File: src/rtl/bus_cycle_ctrl_if.sv
// Requester + external memory bus bundle for bus_cycle_ctrl.
// Latency: n/a (wires only).
// Backpressure: none here; the controller ignores req while busy.
//
// slave modport is the controller side. master modport is the side that
// drives requests and models the memory (the requester/memory environment).
`timescale 1ns/1ps
interface bus_cycle_ctrl_if;
  // requester handshake
  logic        req;
  logic        we;
  logic        word;
  logic [19:0] addr;
  logic [15:0] wdata;
  logic        busy;
  logic        done;
  logic [15:0] rdata;
  logic        err;
  // external 16-bit memory bus
  logic [19:0] mem_addr;
  logic        mem_ale;
  logic        mem_rd;
  logic        mem_wr;
  logic        mem_ble;
  logic        mem_bhe;
  logic [15:0] mem_wdata;
  logic [15:0] mem_rdata;
  logic        mem_ready;

  modport slave (
    input  req, we, word, addr, wdata, mem_rdata, mem_ready,
    output busy, done, rdata, err,
    output mem_addr, mem_ale, mem_rd, mem_wr, mem_ble, mem_bhe, mem_wdata
  );

  modport master (
    output req, we, word, addr, wdata, mem_rdata, mem_ready,
    input  busy, done, rdata, err,
    input  mem_addr, mem_ale, mem_rd, mem_wr, mem_ble, mem_bhe, mem_wdata
  );
endinterface

File: src/rtl/bus_cycle_ctrl.sv
// 8086-style bus cycle controller: T1-T4 cycles with wait states and byte-lane steering.
// Latency: 4 cycles per aligned access (+1 per wait state); odd word = two cycles (8 + waits).
// Backpressure: mem_ready stretches T3 into TW; req is ignored while busy, never queued.
//
// Ports: clk, rst (async active-high) plus the slave modport of
// bus_cycle_ctrl_if (requester req/we/word/addr/wdata -> busy/done/rdata/err,
// memory mem_addr/mem_ale/mem_rd/mem_wr/mem_ble/mem_bhe/mem_wdata <- mem_rdata/mem_ready).
// Optional feature macro: BUS_TIMEOUT_EN (abort after WAIT_MAX wait states, err=1).
`timescale 1ns/1ps
module bus_cycle_ctrl #(
  parameter int unsigned WAIT_MAX = 15
) (
  input  logic            clk,
  input  logic            rst,
  bus_cycle_ctrl_if.slave bus
);

  localparam logic [2:0] S_IDLE = 3'd0;
  localparam logic [2:0] S_T1   = 3'd1;
  localparam logic [2:0] S_T2   = 3'd2;
  localparam logic [2:0] S_T3   = 3'd3;
  localparam logic [2:0] S_TW   = 3'd4;
  localparam logic [2:0] S_T4   = 3'd5;

  logic [2:0]  state;
  logic        lat_we;
  logic        lat_word;
  logic        lat_odd;     // addr[0] of the original request
  logic [19:0] cur_addr;    // address of the bus cycle in progress
  logic [15:0] lat_wdata;
  logic        second;      // running the second half of an odd word
  logic        split_pend;  // first half of an odd word; another cycle follows
  logic [7:0]  lo_byte;     // low result byte held between the two halves
  logic [15:0] rdata_q;
  logic        tmo;         // wait-state timeout fires on this edge
  logic        cap;         // read data captured on this edge
  logic        waiting;

  assign waiting = (state == S_T3) || (state == S_TW);
  assign cap     = waiting && bus.mem_ready && !lat_we;

  //--------------------------------------------------------------------------
  // Optional wait-state timeout
  //--------------------------------------------------------------------------
`ifdef BUS_TIMEOUT_EN
  localparam int CW = $clog2(WAIT_MAX + 1);
  logic [CW-1:0] wait_cnt;
  logic          abort_q;

  // Counts TW cycles already spent; the abort edge is the one ending the
  // WAIT_MAX-th TW, which is when the count reaches WAIT_MAX-1 here.
  always_ff @(posedge clk or posedge rst) begin
    if (rst) begin
      wait_cnt <= '0;
    end else if (state == S_T3) begin
      wait_cnt <= '0;
    end else if (state == S_TW && !bus.mem_ready) begin
      wait_cnt <= wait_cnt + CW'(1);
    end
  end

  assign tmo = (state == S_TW) && !bus.mem_ready && (wait_cnt == CW'(WAIT_MAX - 1));

  always_ff @(posedge clk or posedge rst) begin
    if (rst) begin
      abort_q <= 1'b0;
    end else if (state == S_IDLE && bus.req) begin
      abort_q <= 1'b0;
    end else if (tmo) begin
      abort_q <= 1'b1;
    end
  end

  assign bus.err = bus.done & abort_q;
`else
  logic [31:0] unused_wait_max;
  assign unused_wait_max = 32'(WAIT_MAX);
  assign tmo     = 1'b0;
  assign bus.err = 1'b0;
`endif

  //--------------------------------------------------------------------------
  // Bus cycle FSM and request latches
  //--------------------------------------------------------------------------
  always_ff @(posedge clk or posedge rst) begin
    if (rst) begin
      state      <= S_IDLE;
      lat_we     <= 1'b0;
      lat_word   <= 1'b0;
      lat_odd    <= 1'b0;
      cur_addr   <= '0;
      lat_wdata  <= '0;
      second     <= 1'b0;
      split_pend <= 1'b0;
    end else begin
      case (state)
        S_IDLE: begin
          if (bus.req) begin
            state      <= S_T1;
            lat_we     <= bus.we;
            lat_word   <= bus.word;
            lat_odd    <= bus.addr[0];
            cur_addr   <= bus.addr;
            lat_wdata  <= bus.wdata;
            second     <= 1'b0;
            split_pend <= bus.word & bus.addr[0];
          end
        end
        S_T1: state <= S_T2;
        S_T2: state <= S_T3;
        S_T3, S_TW: begin
          if (bus.mem_ready) begin
            state <= S_T4;
          end else if (tmo) begin
            // abort: finish this access now, dropping any pending half
            state      <= S_T4;
            split_pend <= 1'b0;
          end else begin
            state <= S_TW;
          end
        end
        S_T4: begin
          if (split_pend) begin
            state      <= S_T1;
            second     <= 1'b1;
            split_pend <= 1'b0;
            cur_addr   <= cur_addr + 20'd1;  // wraps 0xFFFFF -> 0x00000
          end else begin
            state <= S_IDLE;
          end
        end
        default: state <= S_IDLE;
      endcase
    end
  end

  //--------------------------------------------------------------------------
  // Read data capture
  //--------------------------------------------------------------------------
  always_ff @(posedge clk or posedge rst) begin
    if (rst) begin
      rdata_q <= '0;
      lo_byte <= '0;
    end else if (tmo) begin
      rdata_q <= '0;
    end else if (cap) begin
      if (!lat_word) begin
        // byte read: the addressed lane lands in [7:0], zero-extended
        rdata_q <= {8'h00, (lat_odd ? bus.mem_rdata[15:8] : bus.mem_rdata[7:0])};
      end else if (!lat_odd) begin
        rdata_q <= bus.mem_rdata;
      end else if (!second) begin
        // odd word, first half: low byte arrives on the high lane
        lo_byte <= bus.mem_rdata[15:8];
      end else begin
        // odd word, second half: high byte arrives on the low lane
        rdata_q <= {bus.mem_rdata[7:0], lo_byte};
      end
    end
  end

  //--------------------------------------------------------------------------
  // Outputs
  //--------------------------------------------------------------------------
  logic busy_c;
  logic strobe;

  assign busy_c      = (state != S_IDLE);
  assign strobe      = (state == S_T2) || waiting;
  assign bus.busy    = busy_c;
  assign bus.done    = (state == S_T4) && !split_pend;
  assign bus.rdata   = rdata_q;
  assign bus.mem_ale = (state == S_T1);
  assign bus.mem_rd  = strobe & !lat_we;
  assign bus.mem_wr  = strobe & lat_we;
  assign bus.mem_addr = busy_c ? cur_addr : 20'd0;

  // Lane selection follows the address of the current cycle: bytes and the
  // halves of an odd word use one lane each, an even word uses both.
  always_comb begin
    bus.mem_ble   = 1'b0;
    bus.mem_bhe   = 1'b0;
    bus.mem_wdata = 16'h0000;
    if (busy_c) begin
      if (lat_word && !lat_odd) begin
        bus.mem_ble = 1'b1;
        bus.mem_bhe = 1'b1;
      end else begin
        bus.mem_ble = !cur_addr[0];
        bus.mem_bhe = cur_addr[0];
      end
      if (lat_we) begin
        if (!lat_word) begin
          bus.mem_wdata = lat_odd ? {lat_wdata[7:0], 8'h00} : {8'h00, lat_wdata[7:0]};
        end else if (!lat_odd) begin
          bus.mem_wdata = lat_wdata;
        end else if (!second) begin
          bus.mem_wdata = {lat_wdata[7:0], 8'h00};
        end else begin
          bus.mem_wdata = {8'h00, lat_wdata[15:8]};
        end
      end
    end
  end

endmodule

File: src/flat_wrapper.sv
// flat-port wrapper written by rule: the top's interface ports become plain ports
module bus_cycle_ctrl_flat 
#(
  parameter int unsigned WAIT_MAX = 15
)
  (clk, rst, bus_req, bus_we, bus_word, bus_addr, bus_wdata, bus_mem_rdata, bus_mem_ready, bus_busy, bus_done, bus_rdata, bus_err, bus_mem_addr, bus_mem_ale, bus_mem_rd, bus_mem_wr, bus_mem_ble, bus_mem_bhe, bus_mem_wdata);
  bus_cycle_ctrl_if bus_i ();
  input  logic clk;
  input  logic rst;
  input wire logic [$bits(bus_i.req)-1:0] bus_req;
  input wire logic [$bits(bus_i.we)-1:0] bus_we;
  input wire logic [$bits(bus_i.word)-1:0] bus_word;
  input wire logic [$bits(bus_i.addr)-1:0] bus_addr;
  input wire logic [$bits(bus_i.wdata)-1:0] bus_wdata;
  input wire logic [$bits(bus_i.mem_rdata)-1:0] bus_mem_rdata;
  input wire logic [$bits(bus_i.mem_ready)-1:0] bus_mem_ready;
  output wire logic [$bits(bus_i.busy)-1:0] bus_busy;
  output wire logic [$bits(bus_i.done)-1:0] bus_done;
  output wire logic [$bits(bus_i.rdata)-1:0] bus_rdata;
  output wire logic [$bits(bus_i.err)-1:0] bus_err;
  output wire logic [$bits(bus_i.mem_addr)-1:0] bus_mem_addr;
  output wire logic [$bits(bus_i.mem_ale)-1:0] bus_mem_ale;
  output wire logic [$bits(bus_i.mem_rd)-1:0] bus_mem_rd;
  output wire logic [$bits(bus_i.mem_wr)-1:0] bus_mem_wr;
  output wire logic [$bits(bus_i.mem_ble)-1:0] bus_mem_ble;
  output wire logic [$bits(bus_i.mem_bhe)-1:0] bus_mem_bhe;
  output wire logic [$bits(bus_i.mem_wdata)-1:0] bus_mem_wdata;
  assign bus_i.req = bus_req;
  assign bus_i.we = bus_we;
  assign bus_i.word = bus_word;
  assign bus_i.addr = bus_addr;
  assign bus_i.wdata = bus_wdata;
  assign bus_i.mem_rdata = bus_mem_rdata;
  assign bus_i.mem_ready = bus_mem_ready;
  assign bus_busy = bus_i.busy;
  assign bus_done = bus_i.done;
  assign bus_rdata = bus_i.rdata;
  assign bus_err = bus_i.err;
  assign bus_mem_addr = bus_i.mem_addr;
  assign bus_mem_ale = bus_i.mem_ale;
  assign bus_mem_rd = bus_i.mem_rd;
  assign bus_mem_wr = bus_i.mem_wr;
  assign bus_mem_ble = bus_i.mem_ble;
  assign bus_mem_bhe = bus_i.mem_bhe;
  assign bus_mem_wdata = bus_i.mem_wdata;
  bus_cycle_ctrl #(.WAIT_MAX(WAIT_MAX)) u_core (.clk(clk), .rst(rst), .bus(bus_i));
endmodule
File: config.mk
export PLATFORM = sky130hd
export DESIGN_NAME = bus_cycle_ctrl_flat
export DESIGN_NICKNAME = d
export VERILOG_FILES = /design/src/rtl/bus_cycle_ctrl_if.sv /design/src/rtl/bus_cycle_ctrl.sv /design/src/flat_wrapper.sv
export SDC_FILE = /design/constraint.sdc
export NUM_CORES = 1
export LEC_CHECK = 0
export CAP_MARGIN = 20
export CORE_MARGIN = 4
export CORE_UTILIZATION = 48
export CTS_CLUSTER_SIZE = 10
export DETAILED_ROUTE_END_ITERATION = 7
export PLACE_DENSITY = 0.82
export SLEW_MARGIN = 20
export SYNTH_ARGS = -nofsm -noshare
export SYNTH_HDL_FRONTEND = slang
export SYNTH_SLANG_ARGS = --single-unit
File: constraint.sdc
create_clock -name clk -period 2.5 [get_ports clk]
set_input_delay 0.625 -clock clk [delete_from_list [all_inputs] [get_ports clk]]
set_output_delay 0.625 -clock clk [all_outputs]
set_load 0.03 [all_outputs]
==> results.toml, run 1 <==
[synth]
syn-num-nets = 515
synth_top_family_by_area = "simple AND/OR/NAND/NOR gates"
synth-adder-area-share = 0.00321
netlist_instances = 456
yosysSeqAreaShare = 0.437
ys_warn_count = 0
synth-seq-cells = 68
synth.avg_cell_area_um2 = 8.54
async_reset_ff_frac = 1.00
synth_xor_area_frac = 0.00225
synth.area.mux_share = 0.0746
synthSimpleGateAreaFrac = 0.278
synth-edff-count = 0
synth_cell_types = 57
synth_compound_area_frac = 0.154
ys.flop_type = "dfrtp_1"
netlist_area_mm2 = 0.00389

[sta]
clock_skew_ns = 0.0128
relSlewSlack = 0.532
timing.hold.ws_ns = 0.483
clock.fmax_ghz = 0.409
slew_violations = 0
min_period_over_period = 0.977
tns_ns = 0
hold_viol = 0
period_needed_ns = 2.44
max_slew.worst_pin.slew_ns = 0.702
setup_violations = 0

[clock_network]
cts_tree = "built"
h-tree-depth = 3
cts_buffers = 9
postCtsHoldBufs = 0
clk_pin_slew_ns = 0.08
cts_num_sinks = 68
cts_root_buf = "clkbuf_8"
clock_latency_ns = 0.36
cts_buffer_depth = 2
cts_setup_buffers = 0

[floorplanning]
core_mm2 = 0.00781
row_count = 32
die_x_um = 98.1
io_pins = 118
start_util = 0.499
dieArea_mm2 = 0.00962
die_y_um = 98.1

[power]
peakVddDrop_mv = 0.621
power_switching_mw = 3.31
p_leak_nw = 2.39
swShare = 0.469
power.density_mw_per_mm2 = 1320
combPwrFrac = 0.558
p_int_mw = 3.75
p_seq_frac = 0.296
power_mw = 7.06
clkPwrFrac = 0.146

[detailed_routing]
drt_pass1_iterations = 5
antenna_left = 0
avgViaCountPerCell = 5.67
drt_iter0_markers = 307
drt_wl_total_mm = 11.0
routed-via-count = 3841
routedWlPerCell_um = 16.2
drc = 0

[worst_setup_path]
path_class = "register to output pin"
path_max_fanout = 9
rr_startpoint = "u_core.state[0]$_DFFE_PP0P_"
worstPathArrival_ns = 1.82
r2r_end = "u_core.lo_byte[6]$_DFFE_PP0P_"
worstPathRequired_ns = 1.88
reg2regPathDepth = 6
crit_path_end_kind = "output pin"
startpoint_type = "register"
r2r_slack_ns = 0.41

[global_route]
grt_pass1_vias = 3798
overflow = 0
track_usage = 0.234
grt_pass1_wl_mm = 18.4
grt_max_degree = 69
antenna_found_initial = 0

[final_layout]
fill_cells = 610
finalCoreUtilization = 0.686
nNetsFinal = 629
stdcell_area_mm2 = 0.00536
n_antenna_cell = 0
area_growth_pct = 37.5
drive_gt1_frac = 0.155

[worst_hold_path]
hold_class = "register to register"
min_to = "u_core.bus.rdata[6]$_DFFE_PP0P_"
worstHoldPathCells = 2
hold_start = "u_core.bus.rdata[6]$_DFFE_PP0P_"

[place]
dp_hpwl_mm = 7.85
place_congestion = 0.971
port_buffers = 116
placed_area_mm2 = 0.00513

[run_status]
status = "finished clean"

[run]
maxCapViolCount = 0
[power by group through the flow]
stage               Sequential, mW  Combinational, mW  Clock (mW)
finish                        2.09               3.94        1.03
global route                  2.16               4.29        1.10
global placement              2.04               3.95           0
detailed placement            2.08               4.05           0
floorplan                     2.17               2.47           0
CTS                           2.06               3.93        1.05
[state kept, by name (all words and copies together) (netlist names)]
name / flops
u_core.lat_word: 1
u_core.bus.rdata: 16
u_core.lat_odd: 1
u_core.second: 1
u_core.lo_byte: 8
u_core.split_pend: 1
u_core.lat_wdata: 16
u_core.state: 3
u_core.lat_we: 1
u_core.cur_addr: 20
[cells in the mapped netlist (all sizes together), types with 2 or more instances]
master  number  area share
nand3       13       0.017
a311oi       2      0.0045
clkbuf      15       0.014
a22oi        8       0.015
nand4        3      0.0048
o21ai       35       0.045
nor3        10       0.016
o31ai        2      0.0039
mux2        16       0.046
nand3b       2      0.0039
mux2i       11       0.028
nor2b       12       0.019
and4         6       0.013
and3         4      0.0064
nor2        31       0.030
a21oi       29       0.038
nand2      107        0.11
o22a         3      0.0067
and3b        3      0.0067
inv          6      0.0058
a31o         2      0.0045
o22ai        3      0.0048
nor4         3      0.0048
and2        21       0.034
nor3b        2      0.0051
dfrtp       68        0.44
buf         18       0.030
[layout make-up]
type / count / area, um^2 / share of cell area
Multi-Input combinational cell: 349 / 2040 / 0.380
Tap cell: 102 / 128 / 0.0238
Inverter: 6 / 25.0 / 0.00467
Sequential cell: 68 / 1700 / 0.318
Clock inverter: 7 / 100 / 0.0187
Timing Repair Buffer: 136 / 1240 / 0.232
Clock buffer: 9 / 124 / 0.0231
[repair_timing]
action | 4_1_cts | 5_1_grt
gates resized for setup | 21 | 4
hold endpoints to repair | 0 | 0
endpoints found under the setup margin | 34 | 16
[critical path, cell delays in order, from the launching register on]
cell             delay [ns]
dfrtp_1                0.42
buf_4                  0.20
nor3b_2                0.23
nor2_1                 0.10
nor2_1                 0.14
clkdlybuf4s15_1        0.39
[cell families (layout without fill, tap and decap cells)]
kind of cell,count (synthesis),in the layout
DFF,68,68
AOI/OAI and AO/OA,97,97
and+or+nand+nor,222,222
buffers and inverters,39,158
muxes,27,27
xor gates and xnor gates,1,1
other,1,1
adders and majority gates,1,1
[placed cells by master (no fill, tap or decap), types with 3 or more instances in the layout]
| cell | count |
|---|---|
| nand4_1 | 3 |
| inv_1 | 4 |
| clkinv_4 | 3 |
| nand3_1 | 13 |
| o21ai_0 | 34 |
| o22a_1 | 3 |
| nor3_1 | 8 |
| and4_1 | 6 |
| a21oi_1 | 28 |
| clkbuf_8 | 9 |
| buf_4 | 43 |
| and2_1 | 21 |
| dfrtp_1 | 68 |
| nand2_1 | 106 |
| a22oi_1 | 8 |
| clkdlybuf4s50_1 | 73 |
| mux2_2 | 16 |
| nor4_1 | 3 |
| and3b_1 | 3 |
| and3_1 | 4 |
| o22ai_1 | 3 |
| nor2b_1 | 12 |
| mux2i_1 | 11 |
| nor2_1 | 30 |
| dlygate4sd2_1 | 18 |
[through the flow]
| stage | setup WS, ns | cells |
|---|---|---|
| 5_1_grt | -0.0227 | 677 |
| 6_report | 0.0564 | 677 |
| 4_1_cts | 0.0119 | 677 |
| 2_1_floorplan | 0.163 | 456 |
| 3_5_place_dp | 0.0734 | 661 |
| 3_3_place_gp | 0.137 | 661 |
[metal layers]
| metal | wire length, um | GRT usage |
|---|---|---|
| met1 | 4510 | 0.302 |
| met2 | 5550 | 0.385 |
| met3 | 725 | 0.0400 |
| met4 | 183 | 0.104 |
| met5 | 0 | 0 |
[how the worst max path moves through the flow]
stage | slack [ns] | to | start | depth (start not counted)
final | 0.06 | bus_mem_rd | u_core.state[0]$_DFFE_PP0P_ | 5
after floorplan | 0.16 | u_core.bus.rdata[0]$_DFFE_PP0P_ | rst | 1
after detailed placement | 0.07 | bus_mem_addr[12] | u_core.state[0]$_DFFE_PP0P_ | 4
after global routing | -0.02 | bus_mem_rd | u_core.state[0]$_DFFE_PP0P_ | 5
after CTS | 0.01 | bus_mem_wdata[1] | u_core.second$_DFFE_PP0P_ | 5
after global placement | 0.14 | u_core.lo_byte[4]$_DFFE_PP0P_ | bus_mem_ready | 5
(Power assumes the default switching activity.)
==> run 2, diff against run 1 <==
--- a/config.mk
+++ b/config.mk
@@ -8,6 +8,7 @@
 export CAP_MARGIN = 20
 export CORE_MARGIN = 4
 export CORE_UTILIZATION = 48
+export CTS_CLUSTER_DIAMETER = 30
 export CTS_CLUSTER_SIZE = 10
 export DETAILED_ROUTE_END_ITERATION = 7
 export PLACE_DENSITY = 0.82
==> results of run 2 <==
The final DEF is identical to that of run 1; final timing and power are the same.
